`config.mk`:
```
export PLATFORM = sky130hd
export DESIGN_NAME = boot_rom_copier
export DESIGN_NICKNAME = d
export VERILOG_FILES = /design/src/rtl/boot_pkg.sv /design/src/rtl/boot_rom_copier.sv
export SDC_FILE = /design/constraint.sdc
export NUM_CORES = 1
export LEC_CHECK = 0
export ABC_AREA = 1
export BUFFER_PORTS_ARGS = -buffer_cell sky130_fd_sc_hd__buf_2
export CAP_MARGIN = 30
export CORE_MARGIN = 2
export CORE_UTILIZATION = 59
export DETAILED_ROUTE_END_ITERATION = 8
export PLACE_DENSITY = 0.94
export SLEW_MARGIN = 20
export SYNTH_ARGS = -nofsm -noshare
export SYNTH_HDL_FRONTEND = slang
export SYNTH_SLANG_ARGS = --single-unit
```
`constraint.sdc`:
```
create_clock -name CLK -period 5.6 [get_ports CLK]
set_input_delay 0.56 -clock CLK [delete_from_list [all_inputs] [get_ports CLK]]
set_output_delay 0.56 -clock CLK [all_outputs]
set_load 0.005 [all_outputs]
```
`src/rtl/boot_pkg.sv`:
```
// Shared types and default geometry for the boot ROM to instruction RAM copier.
package boot_pkg;
  typedef enum logic [1:0] {IDLE, FETCH, WRITE, DONE} copier_state_e;

  localparam int          DEF_ROM_AW   = 10;
  localparam int          DEF_DST_AW   = 16;
  localparam logic [15:0] DEF_DST_BASE = 16'h0000;
endpackage

```
`src/rtl/boot_rom_copier.sv`:
```
// Streams n words from the boot ROM into instruction RAM, sums them, then releases the core.
module boot_rom_copier
  import boot_pkg::*;
#(
  parameter int                ROM_AW   = DEF_ROM_AW,
  parameter int                DST_AW   = DEF_DST_AW,
  parameter logic [DST_AW-1:0] DST_BASE = DST_AW'(DEF_DST_BASE)
) (
  input  logic              CLK,
  input  logic              RSTN,
  input  logic              start_i,
  input  logic [ROM_AW:0]   len_i,
  output logic              rom_csn_o,
  output logic [ROM_AW-1:0] rom_addr_o,
  input  logic [31:0]       rom_rdata_i,
  output logic              mem_req_o,
  output logic              mem_we_o,
  output logic [3:0]        mem_be_o,
  output logic [DST_AW-1:0] mem_addr_o,
  output logic [31:0]       mem_wdata_o,
  input  logic              mem_gnt_i,
  output logic              busy_o,
  output logic              done_o,
  output logic [31:0]       checksum_o,
  output logic              fetch_enable_o
);
  localparam int            CW    = ROM_AW + 1;
  localparam logic [CW-1:0] DEPTH = CW'(1) << ROM_AW;

  copier_state_e     state_q, state_d;
  logic [CW-1:0]     idx_q, n_q, n_in, idx_nxt;
  logic [ROM_AW-1:0] addr_q;
  logic [31:0]       sum_q;
  logic              fe_q, accept, last, wr_ok;

  assign n_in    = (len_i > DEPTH) ? DEPTH : len_i;
  assign accept  = (state_q == IDLE) && start_i;
  assign idx_nxt = idx_q + CW'(1);
  assign last    = idx_nxt >= n_q;
  assign wr_ok   = (state_q == WRITE) && mem_gnt_i;

  always_ff @(posedge CLK or negedge RSTN) begin
    if (!RSTN) begin
      state_q <= IDLE;
      idx_q   <= '0;
      n_q     <= '0;
      addr_q  <= '0;
      sum_q   <= '0;
      fe_q    <= 1'b0;
    end else begin
      state_q <= state_d;
      if (!rom_csn_o) addr_q <= rom_addr_o;
      if (accept) begin
        idx_q <= '0;
        n_q   <= n_in;
        sum_q <= '0;
      end
      if (wr_ok) begin
        sum_q <= sum_q + rom_rdata_i;
        idx_q <= idx_nxt;
      end
      if (state_q == DONE) fe_q <= 1'b1;
    end
  end

  always_comb begin
    state_d = state_q;
    case (state_q)
      IDLE:    if (start_i) state_d = (n_in == '0) ? DONE : FETCH;
      FETCH:   state_d = WRITE;
      WRITE:   if (mem_gnt_i && last) state_d = DONE;
      DONE:    state_d = IDLE;
      default: state_d = IDLE;
    endcase
  end

  // The next ROM read is only launched in the cycle the current word is granted,
  // so ROM Q never changes under an outstanding request.
  always_comb begin
    rom_csn_o  = 1'b1;
    rom_addr_o = addr_q;
    if (accept && (n_in != '0)) begin
      rom_csn_o  = 1'b0;
      rom_addr_o = '0;
    end else if (wr_ok && !last) begin
      rom_csn_o  = 1'b0;
      rom_addr_o = idx_nxt[ROM_AW-1:0];
    end
  end

  assign mem_req_o      = (state_q == WRITE);
  assign mem_we_o       = mem_req_o;
  assign mem_be_o       = 4'hF;
  assign mem_addr_o     = DST_BASE + (DST_AW'(idx_q) << 2);
  assign mem_wdata_o    = rom_rdata_i;
  assign busy_o         = (state_q == FETCH) || (state_q == WRITE);
  assign done_o         = (state_q == DONE);
  assign checksum_o     = sum_q;
  assign fetch_enable_o = fe_q;
endmodule
```
# After elaboration in Yosys (flattened, before gate mapping)
# Cells that the tools add are included.
[totals] inputBits=47 reg_bits=67 word_cells=40 output_inout_bits=100
[classes] add_sub_neg=2 muxes=13 eq_ne=5 reduce_logical=12 order_cmp=2
[op_table] op="two-way mux 32 bit" count=2
[op_table] op="two-way mux 11 bit" count=3
[op_table] op="adder 32 bit" count=1
[op_table] op="two-way mux 10 bit" count=2
[op_table] op="adder 11 x 1 -> 11 bit (second input constant)" count=1
[op_table] op=">= comparator 11 bit" count=1
[op_table] op="> comparator 11 bit (second input constant)" count=1
[op_table] op="logical NOT 11 bit" count=1
[op_table] op="nonzero test 11 bit" count=1
[op_table] op="case mux 2 bit (4 select lines)" count=1
[op_table] op="two-way mux 2 bit" count=3
[op_table] op="logical AND 1 bit" count=5
[op_table] op="== test 2 bit (second input constant)" count=2
[op_table] op="== test 2 x 1 -> 1 bit (second input constant)" count=1
[op_table] op="logical NOT 2 bit" count=1
[op_table] op="two-way mux 1 bit" count=2
[op_table] op="!= test 2 x 1 -> 1 bit (second input constant)" count=1
[op_table] op="!= test 2 bit (second input constant)" count=1
[op_table] op="AND reduction 2 bit" count=1
[op_table] op="nonzero test 2 bit" count=1
[op_table] op="logical NOT 1 bit" count=1
[op_table] op="logical OR 1 bit" count=1

# Logic depth before layout (Yosys ltp)
# Gate-level depths: netlist of run 1.
[logic_depth] ltp_word=6 mapped_depth=19 ltp_nobuf=19

# Worst setup path after synthesis of run 1
# Ideal clock, no wire load.
[synth_timing] path_type="reg-to-output" start="register idx_q[0]" end="output rom_addr_o[0]" path_buffers=1 arrival_ns=2.626 path_stages_with_launch=19 setup_slack_ns=2.414 required_ns=5.040 cell_sequence="dfrtp_1 > ha_1 > nand2_1 > nor2_1 > nand3_1 > nor2_1 > nand2_1 > nor2_1 > xor2_1 > inv_1 > ha_1 > a21oi_1 > o21ai_1 > nor2_1 > nand3_2 > inv_2 > nand2_2 > buf_6 > o21ai_1"
[synth_between] elab_chain_len=6
[synth_rtl] item="start: declaration" line_no="boot_rom_copier.sv:31" rtl="logic [CW-1:0] idx_q, n_q, n_in, idx_nxt;"
[synth_rtl] item="start signal: assignment" line_no="boot_rom_copier.sv:60" rtl="idx_q <= idx_nxt;"
[synth_rtl] item="adder 11 x 1 -> 11 bit *" line_no="boot_rom_copier.sv:38" rtl="assign idx_nxt = idx_q + CW'(1);"
[synth_rtl] item=">= comparator 11 bit" line_no="boot_rom_copier.sv:39" rtl="assign last = idx_nxt >= n_q;"
[synth_rtl] item="logical NOT 1 bit" line_no="boot_rom_copier.sv:85" rtl="end else if (wr_ok && !last) begin"
[synth_rtl] item="logical AND 1 bit" line_no="boot_rom_copier.sv:85"
[synth_rtl] item="two-way mux 10 bit *" line_no="boot_rom_copier.sv:85"
[synth_rtl] item="two-way mux 10 bit *" line_no="boot_rom_copier.sv:82" rtl="if (accept && (n_in != '0)) begin"
[synth_rtl] item="end: declaration" line_no="boot_rom_copier.sv:14" rtl="output logic [ROM_AW-1:0] rom_addr_o,"
# Mark *: on every way between the ends. The rest lies on a longest branch, timed or not.

# Worst setup path in the final report of run 1
[layout_timing] start="register idx_q[0]" end="output rom_addr_o[4]"
# Same word-level chain as after synthesis.

==> impl_results.md, run 1 <==
* Status: complete, no violations
* Post-synthesis compound-gate area fraction at 9.64%
* Diodes inserted at 0
* RSZ-0062 raised after global routing: false
* FF/Latch Area at 0.00168 mm2
* Worst Path Arrival at 3.50 ns
* P_sw at 1.31 mW
* Total track usage at 28.4%
* Largest family of logic cells by synthesized area: simple AND/OR/NAND/NOR gates
* CTS sink cnt at 67
* CP Data Required Time at 5.04 ns
* # fillers at just under 900
* EDFF count, synth at 0
* Clock Tree Root: clkbuf_8
* Switching share of power at 47.4%
* Pwr Total at 2.76 mW
* Die span in x at slightly above 100 um
* Layout area overhead at 13.3%
* CP Cell Sequence: ha_1 -> nand2_1 -> nor2_1 -> nand3_1 -> nor2_1 -> nand2_1 -> nor2_1 -> xor2_1 -> inv_1 -> ha_1 -> a21oi_1 -> o21ai_1 -> nor2_1 -> nand3_2 -> nand2_1 -> clkinv_2 -> nand2_1 -> o21ai_1 -> buf_2
* Cells after synthesis at 910
* DP Wirelength at 11700 um
* Maxcap violations at 0
* Setup TNS at 0 ns
* Final net count at 1110
* Critical Path Source Type: flop
* Core box area at 0.00964 mm2
* Hold Path Class: in -> async
* Commonest cells post-synth: 343 x nand2_1, 158 x inv_1, 67 x dfrtp_1
* Hold_buf cts at 0
* Worst-Margin Slew at 0.867 ns
* Type of destination of the critical path: primary output
* Warnings from Yosys at 0
* Largest net degree at the start of global routing at 68
* Power per cell area at between 400 and 500 mW/mm2
* Port Buffer Count at 137
* Worst reg2reg startpoint: idx_q[0]$_DFFE_PN0P_
* XOR/XNOR Fraction of Synth Area at less than 1%
* Top Layer Used: met4
* Vias in the first global route at 5414
* R2R Setup Slk at roughly 2.5 ns
* Post-DR wirelength/cell at 12.8 um
* Cts repair resizes at 0
* Initial antenna violation count at 0
* Final WL at ~15000 um
* Ratio of cells with drive above 1 in the final layout at 17.5%
* First-pass iteration count of the detailed router at 5
* Clock transition at the registers of the reported paths at 0.08 ns
* H-tree levels at 3
* Combinational Power Share at 55.9%
* Flop pwr share at 26.9%
* CP Max Fanout at 10
* Die area at 0.0106 mm2
* Skew final at 0.0101 ns
* Vias/cell at 5.10
* Crit Path Category: reg -> out
* Int Pwr at 1.45 mW
* Max Slew Vio Count at 0
* Number of synthesized register bits at 67
* Post-synth cell types at 35
* Register area share after synthesis at 29.0%
* Fmax at 246 MHz
* Ys async rst share at 100%
* Hold Vio Cnt, Final at 0
* Slowest stage delay, CP at about 0.47 ns
* Mapped cell area at roughly 0.0058 mm2
* Top-count cell post-synth: nand2_1
* Top cells by area, synth: dfrtp_1 29%, nand2_1 22%, inv_1 10%
* GRT overflow at 0
* First DRT Iteration DRCs at 251
* R2r endpoint: addr_q[4]$_DFFE_PN0N_
* Multi-input logic area at approximately 0.0031 mm2
* Top FF cell, synth: dfrtp_1
* Adder-cell area share of the yosys netlist at 10.5%
* Clock Power Share at 17.2%
* Fin crit period at 4.06 ns
* Die height at 103 um
* Setup Buffers After CTS at 0
* Slowest CP cell: dfrtp_1
* DR DRC count at 0
* Worst reg2reg path depth at 18
* # setup viols final at 0
* Routed wl met2 at approximately 7200 um
* Post-synth top area share at a little under 30%
* Clock insertion delay at the later pin of the skew report at 0.36 ns
* CTS tree: built
* Slew margin rel. at 42.1%
* First-pass GRT wire length at approximately 24000 um
* Io pins at 147
* Remaining antenna violation count at 0
* Vias at 5878
* M1 wire length at 6100 um
* GP Congestion at 0.968
* CTS max path bufs at 2
* Post-route core utilization at between 60 and 70%
* Routed wl met3 at between 900 and 1000 um
* Num CTS Buffers at 9
* Mux contribution to synthesized area at 0%
* Hold_ws at 0.381 ns
* Starting Density at 59.9%
* Area share of and/or/nand/nor cells after synthesis at 32.6%
* Peak VDD IR at 0.269 mV
* Cell taking the most area after synthesis: dfrtp_1
* Std-Cell Rows at 36
* Final period util at 72.6%
* Syn_area_per_cell at 6.34 um2
* Leak at 4.14 nW
==> cell usage in the layout (no fill, tap or decap), drive strengths merged, types with 10 or more instances in the layout <==
| cell type | instances |
|---|---|
| clkbuf | 10 |
| buf | 139 |
| nand3 | 44 |
| o22ai | 16 |
| nor2 | 54 |
| dfrtp | 67 |
| nand2 | 346 |
| ha | 47 |
| inv | 168 |
| o21ai | 44 |
| a21oi | 40 |
==> area by class of cell <==
| cell class | instances | share of cell area (%) |
|---|---|---|
| clock buffer | 10 | 2.10 |
| sequential | 67 | 25.6 |
| tap | 133 | 2.54 |
| multi-input combinational | 629 | 47.8 |
| inverter | 169 | 9.72 |
| timing repair buffer | 139 | 10.8 |
| clock inverter | 6 | 1.36 |
==> metrics by stage <==
step                      setup slack (ns)  cell area, um2  cells
after floorplan                       2.41            5800    917
after global placement                2.21            6300   1136
after detailed placement              2.03            6310   1137
after CTS                             1.56            6540   1153
after global routing                  1.17            6540   1153
final                                 1.54            6540   1153
==> worst max path at each step <==
| stage | start | end | slack (ns) | depth (start not counted) |
|---|---|---|---|---|
| after global placement | idx_q[0]$_DFFE_PN0P_ | rom_addr_o[8] | 2.21 | 18 |
| after detailed placement | idx_q[0]$_DFFE_PN0P_ | rom_addr_o[4] | 2.03 | 18 |
| after CTS | idx_q[0]$_DFFE_PN0P_ | rom_addr_o[4] | 1.56 | 18 |
| after floorplan | idx_q[0]$_DFFE_PN0P_ | rom_addr_o[0] | 2.41 | 18 |
| final | idx_q[0]$_DFFE_PN0P_ | rom_addr_o[4] | 1.54 | 19 |
| after global routing | idx_q[0]$_DFFE_PN0P_ | rom_addr_o[6] | 1.17 | 19 |
==> critical path, delay by kind of cell (launching register included) <==
family / cells / cell delay (ns)
compound gates: 3 / 0.30
flops: 1 / 0.47
fa+ha+maj: 2 / 0.54
xor+xnor: 1 / 0.22
buf+inv: 3 / 0.36
simple gates: 10 / 1.26
==> power by group through the flow <==
stage | clock network [mW] | logic, mW | registers, mW
2_1_floorplan | 0 | 1.09 | 0.739
3_3_place_gp | 0 | 1.46 | 0.739
3_5_place_dp | 0 | 1.52 | 0.749
4_1_cts | 0.477 | 1.53 | 0.741
5_1_grt | 0.501 | 1.76 | 0.756
6_report | 0.474 | 1.54 | 0.742
==> flip-flops by register name, indices dropped and copies added (netlist names) <==
name / flops
addr_q: 10
checksum_o: 32
fetch_enable_o: 1
idx_q: 11
n_q: 11
state_q: 2
==> layer usage <==
layer  up-vias  GRT usage (%)
li1       2973              -
met1      2681           33.6
met2       185           50.2
met3        39           6.24
met4         0           11.1
met5         -              0
==> kinds of logic after synthesis <==
group           after synthesis
compound gates              104
xor+xnor                      5
fa+ha+maj                    48
buf+inv                     221
flops                        67
other cells                   2
simple gates                463
No activity file was read; power rests on OpenSTA's default activity.
==> run 2, diff against run 1 <==
- CORE_UTILIZATION: 59 -> 55
- PLACE_DENSITY: 0.94 -> 0.89
- clock period: 5.6 -> 4.2 ns (I/O delays scaled with it)
==> run 2 against run 1 <==
- core utilization decreased by 4.3 points
- setup slack got worse by 1.1 ns
- via count decreased by 2.5%
- critical endpoint is now rom_addr_o[7]
- critical path type unchanged
==> impl_results.md, run 2 (same netlist as run 1, synthesis figures left out) <==
* Status: complete, no violations
* Layout area overhead at 13.0%
* Io pins at 147 (unchanged)
* Met1 Use GR at 30.7% (-2.9 points)
* Die area at 0.0113 mm2 (+7.0%)
* CP Data Required Time at 3.78 ns (-1.26 ns)
* Die height at 106 um (+3.4%)
* Worst-Margin Slew at 0.529 ns (-0.338 ns)
* Cell Count, Final, Fillers Out at 1159 (+0.52%)
* Place WS at 0.780 ns (-1.25 ns)
* DP Wirelength at 11500 um (-2.2%)
* Post-DR wirelength/cell at 12.3 um (-4.2%)
* Vias at 5732 (-2.5%)
* Clock insertion delay at the later pin of the skew report at 0.36 ns (about the same)
* CTS max path bufs at 2 (unchanged)
* GRT overflow at 0 (unchanged)
* Post-route design area at 0.00653 mm2 (-0.21%)
* Most common cell after layout, fill and taps aside: nand2_1
* Dpl cells at 1141 (+0.35%)
* Final WL at 14200 um (-3.7%)
* CTS sink cnt at 67 (unchanged)
* Starting Density at 56.2% (-3.7 points)
* RSZ-0062 raised after global routing: false
* Hold Vio Cnt, Final at 0 (unchanged)
* CTS tree: built
* First DRT Iteration DRCs at 298 (+19%)
* # setup viols final at 0 (unchanged)
* GR Layer Usage met3 at 5.52% (-0.72 points)
* R2R Setup Slk at 1.19 ns (-1.26 ns)
* CP Max Fanout at 14 (+4)
* Port Buffer Count at 137 (unchanged)
* Clock transition at the registers of the reported paths at 0.08 ns (about the same)
* Largest net degree at the start of global routing at 40 (-41%)
* Power per cell area at 539 mW/mm2 (+28%)
* Num CTS Buffers at 9 (unchanged)
* FF/Latch Area at 0.00168 mm2 (about the same)
* Diodes inserted at 0 (unchanged)
* Peak VDD IR at 0.287 mV (+6.7%)
* First-pass iteration count of the detailed router at 4 (-1)
* Met2 usage at 46.3% (-3.9 points)
* Commonest non-fill, non-tap cells in the layout: 343 x nand2_1, 158 x inv_1, 137 x buf_2
* Crit Path Category: reg -> out
* Multi-input logic area at 0.00313 mm2 (unchanged)
* Post-route setup slack at 0.399 ns (-1.14 ns)
* GP Congestion at 0.937 (-3.2%)
* Ratio of cells with drive above 1 in the final layout at 17.6% (+0.14 points)
* Setup TNS at 0 ns (unchanged)
* Setup Buffers After CTS at 0 (unchanged)
* Pwr Total at 3.52 mW (+28%)
* # fillers at 991 (+11%)
* H-tree levels at 3 (unchanged)
* Max Slew Vio Count at 0 (unchanged)
* Leak at 4.12 nW (-0.28%)
* Fmax at 263 MHz
* Fin crit period at 3.80 ns
* Slew margin rel. at 64.7% (+23 points)
* Type of destination of the critical path: primary output
* Remaining antenna violation count at 0 (unchanged)
* Final net count at 1113 (+0.27%)
* Dpl cell area at 0.00632 mm2 (about the same)
* DR DRC count at 0 (unchanged)
* Critical Path Source Type: flop
* Hold Path Class: in -> reg
* Number of flip-flops in the largest register at 32 (unchanged)
* First-pass GRT wire length at 23500 um (-0.32%)
* Maxcap violations at 0 (unchanged)
* Total track usage at 25.9% (-2.5 points)
* Die span in x at 106 um (+3.4%)
* Global route hottest layer: met2
* Std-Cell Rows at 37 (+2.8%)
* Initial antenna violation count at 0 (unchanged)
* Skew final at 0.0156 ns (+0.00554 ns)
* Worst Path Arrival at 3.38 ns (-0.12 ns)
* Clock Tree Root: clkbuf_8
* Final period util at 90.5%
* Vias/cell at 4.95 (-3.0%)
* Vias in the first global route at 5443 (+0.54%)
* Core box area at 0.0103 mm2 (+6.6%)
==> run 2: changes by cell type in the layout (fill, tap and decap cells not counted), sizes merged <==
cell and change:
buf +2, bufinv -2, inv +2, dlygate4sd3 +1
==> run 2: through the flow <==
stage / hold slack [ns] / utilization [%]
CTS: 0.197 / 63.2
detailed placement: 0.464 / 61.5
finish: 0.328 / 63.5
global placement: 0.451 / 61.5
global route: 0.322 / 63.5
floorplan: 0.124 / -
==> run 2: report_power, final <==
part / internal, mW / switching (mW) / leakage (nW)
sequential: 0.846 / 0.138 / 0.886
clock: 0.221 / 0.287 / 0.0835
combinational: 0.732 / 1.30 / 3.15
==> run 2: path summary, 6_finish.rpt <==
path | from | end | depth (start not counted)
worst max-delay path | idx_q[0]$_DFFE_PN0P_ | rom_addr_o[7] | 18
worst min-delay path | len_i[2] | n_q[2]$_DFFE_PN0P_ | 3
worst max register to register | idx_q[0]$_DFFE_PN0P_ | addr_q[4]$_DFFE_PN0N_ | 18
worst min register to register | fetch_enable_o$_DFFE_PN0P_ | fetch_enable_o$_DFFE_PN0P_ | 1
max in group asynchronous | RSTN | idx_q[0]$_DFFE_PN0P_ | 4
min in group asynchronous | RSTN | checksum_o[11]$_DFFE_PN0P_ | 2
==> run 2: cell type report <==
cell class	instances	share of cell area, %
Multi-Input combinational cell	629	47.9
Inverter	169	9.74
Tap cell	136	2.61
Clock buffer	10	1.96
Clock inverter	6	0.767
Timing Repair Buffer	142	11.3
Sequential cell	67	25.7
==> run 2: what timing repair did <==
action / 4_1_cts / 5_1_grt
gates resized for setup: 0 / 1
hold endpoints to repair: 0 / 12
endpoints found under the setup margin: 0 / 2
hold buffers: 0 / 1
==> run 2: per-layer routing <==
metal	up-vias	wire length, um	part of all wire, %
met4	0	320	2.3
met1	2549	5920	42
li1	2985	-	-
met2	175	7020	49
met3	23	954	6.7
met5	-	0	0
==> run 2: critical path: stages, from the launching register on <==
cell,delay (ns)
dfrtp_2,0.44
ha_1,0.20
nand2_1,0.08
nor2_1,0.16
nand3_1,0.12
nor2_1,0.11
nand2_1,0.07
nor2_1,0.12
xor2_1,0.19
inv_1,0.07
ha_1,0.31
a21oi_1,0.15
o21ai_1,0.08
nor2_1,0.17
nand3_2,0.16
inv_2,0.12
nand2_2,0.16
o21ai_1,0.17
buf_2,0.13
==> run 3, diff against run 2 <==
- CORE_ASPECT_RATIO: unset -> 1.5
==> run 3 against run 2 <==
- critical path depth is the same
- worst hold slack lost 0.18 ns
- critical endpoint unchanged
- largest cell class unchanged
- sequential cell count is the same
==> impl_results.md, run 3 (same netlist as run 1, synthesis figures left out) <==
* Status: complete, no violations
* Number of flip-flops in the largest register at 32 (unchanged)
* Layout area overhead at 15.7%
* Crit Path Category: reg -> out
* Clock insertion delay at the later pin of the skew report at 0.34 ns (-0.02 ns)
* Most common cell after layout, fill and taps aside: nand2_1
* Post-route setup slack at 0.357 ns (-0.0427 ns)
* Slew margin rel. at 49.4% (-15 points)
* Final period util at 91.5% (+1.0 points)
* Worst Path Buf+Inv at 3 (unchanged)
* Fmax at 260 MHz (-1.1%)
* Core box area at 0.0102 mm2 (-0.84%)
* Largest net degree at the start of global routing at 37 (-7.5%)
* H-tree levels at 3 (unchanged)
* Worst Path Arrival at 3.42 ns (+0.04 ns)
* Maxcap violations at 0 (unchanged)
* Std-Cell Rows at 45 (+22%)
* Worst reg2reg path depth at 18 (unchanged)
* Die span in x at 87.7 um (-18%)
* Power per cell area at 593 mW/mm2 (+9.8%)
* Type of destination of the critical path: primary output
* First-pass iteration count of the detailed router at 5 (+1)
* RSZ-0062 raised after global routing: false
* # fillers at 932 (-6.0%)
* Multi-input logic area at 0.00313 mm2 (unchanged)
* Num CTS Buffers at 9 (unchanged)
* Cell Count, Final, Fillers Out at 1163 (+0.35%)
* Fin crit period at 3.84 ns (+0.0427 ns)
* Post-route design area at 0.00668 mm2 (+2.4%)
* Hold Vio Cnt, Final at 0 (unchanged)
* CTS tree: built
* Dpl cells at 1147 (+0.53%)
* Place WS at 0.732 ns (-0.0485 ns)
* Setup TNS at 0 ns (unchanged)
* Slowest stage delay, CP at 0.46 ns (+0.02 ns)
* CTS sink cnt at 67 (unchanged)
* Leak at 4.20 nW (+1.9%)
* CP Max Fanout at 14 (unchanged)
* Delay-heaviest family, CP: simple AND/OR/NAND/NOR gates
* Dpl cell area at 0.00633 mm2 (+0.22%)
* Port Buffer Count at 137 (unchanged)
* Post-DR wirelength/cell at 12.7 um (+3.9%)
* Die area at 0.0113 mm2 (+0.15%)
* Vias at 5827 (+1.7%)
* Worst-Margin Slew at 0.759 ns (+0.230 ns)
* Initial antenna violation count at 0 (unchanged)
* Vias/cell at 5.01 (+1.3%)
* Hold Path Class: in -> async
* Io pins at 147 (unchanged)
* R2R Setup Slk at 1.13 ns (-0.06 ns)
* First-pass GRT wire length at 23900 um (+1.4%)
* FF/Latch Area at 0.00168 mm2 (about the same)
* Die height at 129 um (+22%)
* CTS max path bufs at 2 (unchanged)
* GRT overflow at 0 (unchanged)
* Skew final at 0.00756 ns (-0.00805 ns)
* CP Data Required Time at 3.78 ns (about the same)
* Slowest CP cell: dfrtp_1
* CP most frequent cell: nor2_1
* Cts repair resizes at 0 (unchanged)
* Setup Buffers After CTS at 0 (unchanged)
* Max Slew Vio Count at 0 (unchanged)
* DP Wirelength at 11900 um (+3.5%)
* First DRT Iteration DRCs at 391 (+31%)
* R2r endpoint: addr_q[4]$_DFFE_PN0N_
* Commonest non-fill, non-tap cells in the layout: 343 x nand2_1, 158 x inv_1, 137 x buf_2
* GP Congestion at 0.974 (+3.9%)
* Worst reg2reg startpoint: idx_q[0]$_DFFE_PN0P_
* Final WL at 14800 um (+4.2%)
* Final net count at 1112 (-0.090%)
* Remaining antenna violation count at 0 (unchanged)
* Ratio of cells with drive above 1 in the final layout at 17.6% (about the same)
* CP Cell Sequence: ha_1 -> nand2_1 -> nor2_1 -> nand3_1 -> nor2_1 -> nand2_1 -> nor2_1 -> xor2_1 -> inv_1 -> ha_1 -> a21oi_1 -> o21ai_1 -> nor2_1 -> nand3_2 -> inv_2 -> nand2_2 -> o21ai_1 -> buf_2
* DR DRC count at 0 (unchanged)
* Clock Tree Root: clkbuf_16
* Vias in the first global route at 5449 (+0.11%)
* Hold_buf cts at 0 (unchanged)
* Starting Density at 56.6% (+0.48 points)
* Critical Path Source Type: flop
* Peak VDD IR at 0.433 mV (+51%)
* Diodes inserted at 0 (unchanged)
* Total track usage at 26.9% (+0.96 points)
* # setup viols final at 0 (unchanged)
* Clock transition at the registers of the reported paths at 0.06 ns (-0.02 ns)
* Hold_ws at 0.149 ns (-0.178 ns)
## run 3: changes by cell type in the layout (fill, tap and decap cells not counted), sizes merged
cell / change
bufinv: +3
clkbuf: -1
clkinv: +1
clkinvlp: -2
dlygate4sd3: -1
inv: -1
## run 3: routing by layer
layer,track usage [%],up-vias,part of all wire (%)
met3,3.76,37,4.7
met4,12.4,0,3.7
li1,-,2975,-
met2,50.9,193,53
met5,0,-,0
met1,28.6,2622,38
## run 3: layout make-up
cell class	instances	area share (%)
timing repair buffer	141	10.7
multi-input combinational	629	46.8
sequential	67	25.1
tap	141	2.64
clock inverter	7	1.87
clock buffer	9	3.37
inverter	169	9.51
## run 3: how the worst max path moves through the flow
| stage | startpoint | end | slack, ns | cells past startpoint |
|---|---|---|---|---|
| 6_report | idx_q[0]$_DFFE_PN0P_ | rom_addr_o[7] | 0.36 | 18 |
| 5_1_grt | idx_q[0]$_DFFE_PN0P_ | rom_addr_o[5] | 0.07 | 18 |
| 4_1_cts | idx_q[0]$_DFFE_PN0P_ | rom_addr_o[7] | 0.36 | 18 |
| 3_5_place_dp | idx_q[0]$_DFFE_PN0P_ | rom_addr_o[7] | 0.73 | 18 |
| 3_3_place_gp | idx_q[0]$_DFFE_PN0P_ | rom_addr_o[1] | 0.87 | 18 |
| 2_1_floorplan | idx_q[0]$_DFFE_PN0P_ | rom_addr_o[0] | 1.15 | 18 |
## run 3: report_power, final
| part | internal, mW | leakage, nW | switching (mW) |
|---|---|---|---|
| logic | 0.737 | 3.15 | 1.34 |
| registers | 0.847 | 0.888 | 0.141 |
| clock network | 0.585 | 0.170 | 0.309 |
## run 3: worst register-to-register path: stages, from the launching register on
cell and delay [ns]:
dfrtp_1 0.46, ha_1 0.22, nand2_1 0.10, nor2_1 0.16, nand3_1 0.12, nor2_1 0.11
nand2_1 0.07, nor2_1 0.11, xor2_1 0.20, inv_1 0.07, ha_1 0.31, a21oi_1 0.14
o21ai_1 0.08, nor2_1 0.17, nand3_2 0.16, nand2_1 0.12, clkinv_2 0.14, nand2_1 0.11
o21ai_0 0.08
## run 3: through the flow
stage / util (%) / power, mW
after global placement: 62.1 / 2.99
final: 65.5 / 3.96
after detailed placement: 62.1 / 3.05
after floorplan: - / 2.44
after CTS: 65.5 / 3.96
after global routing: 65.5 / 4.33
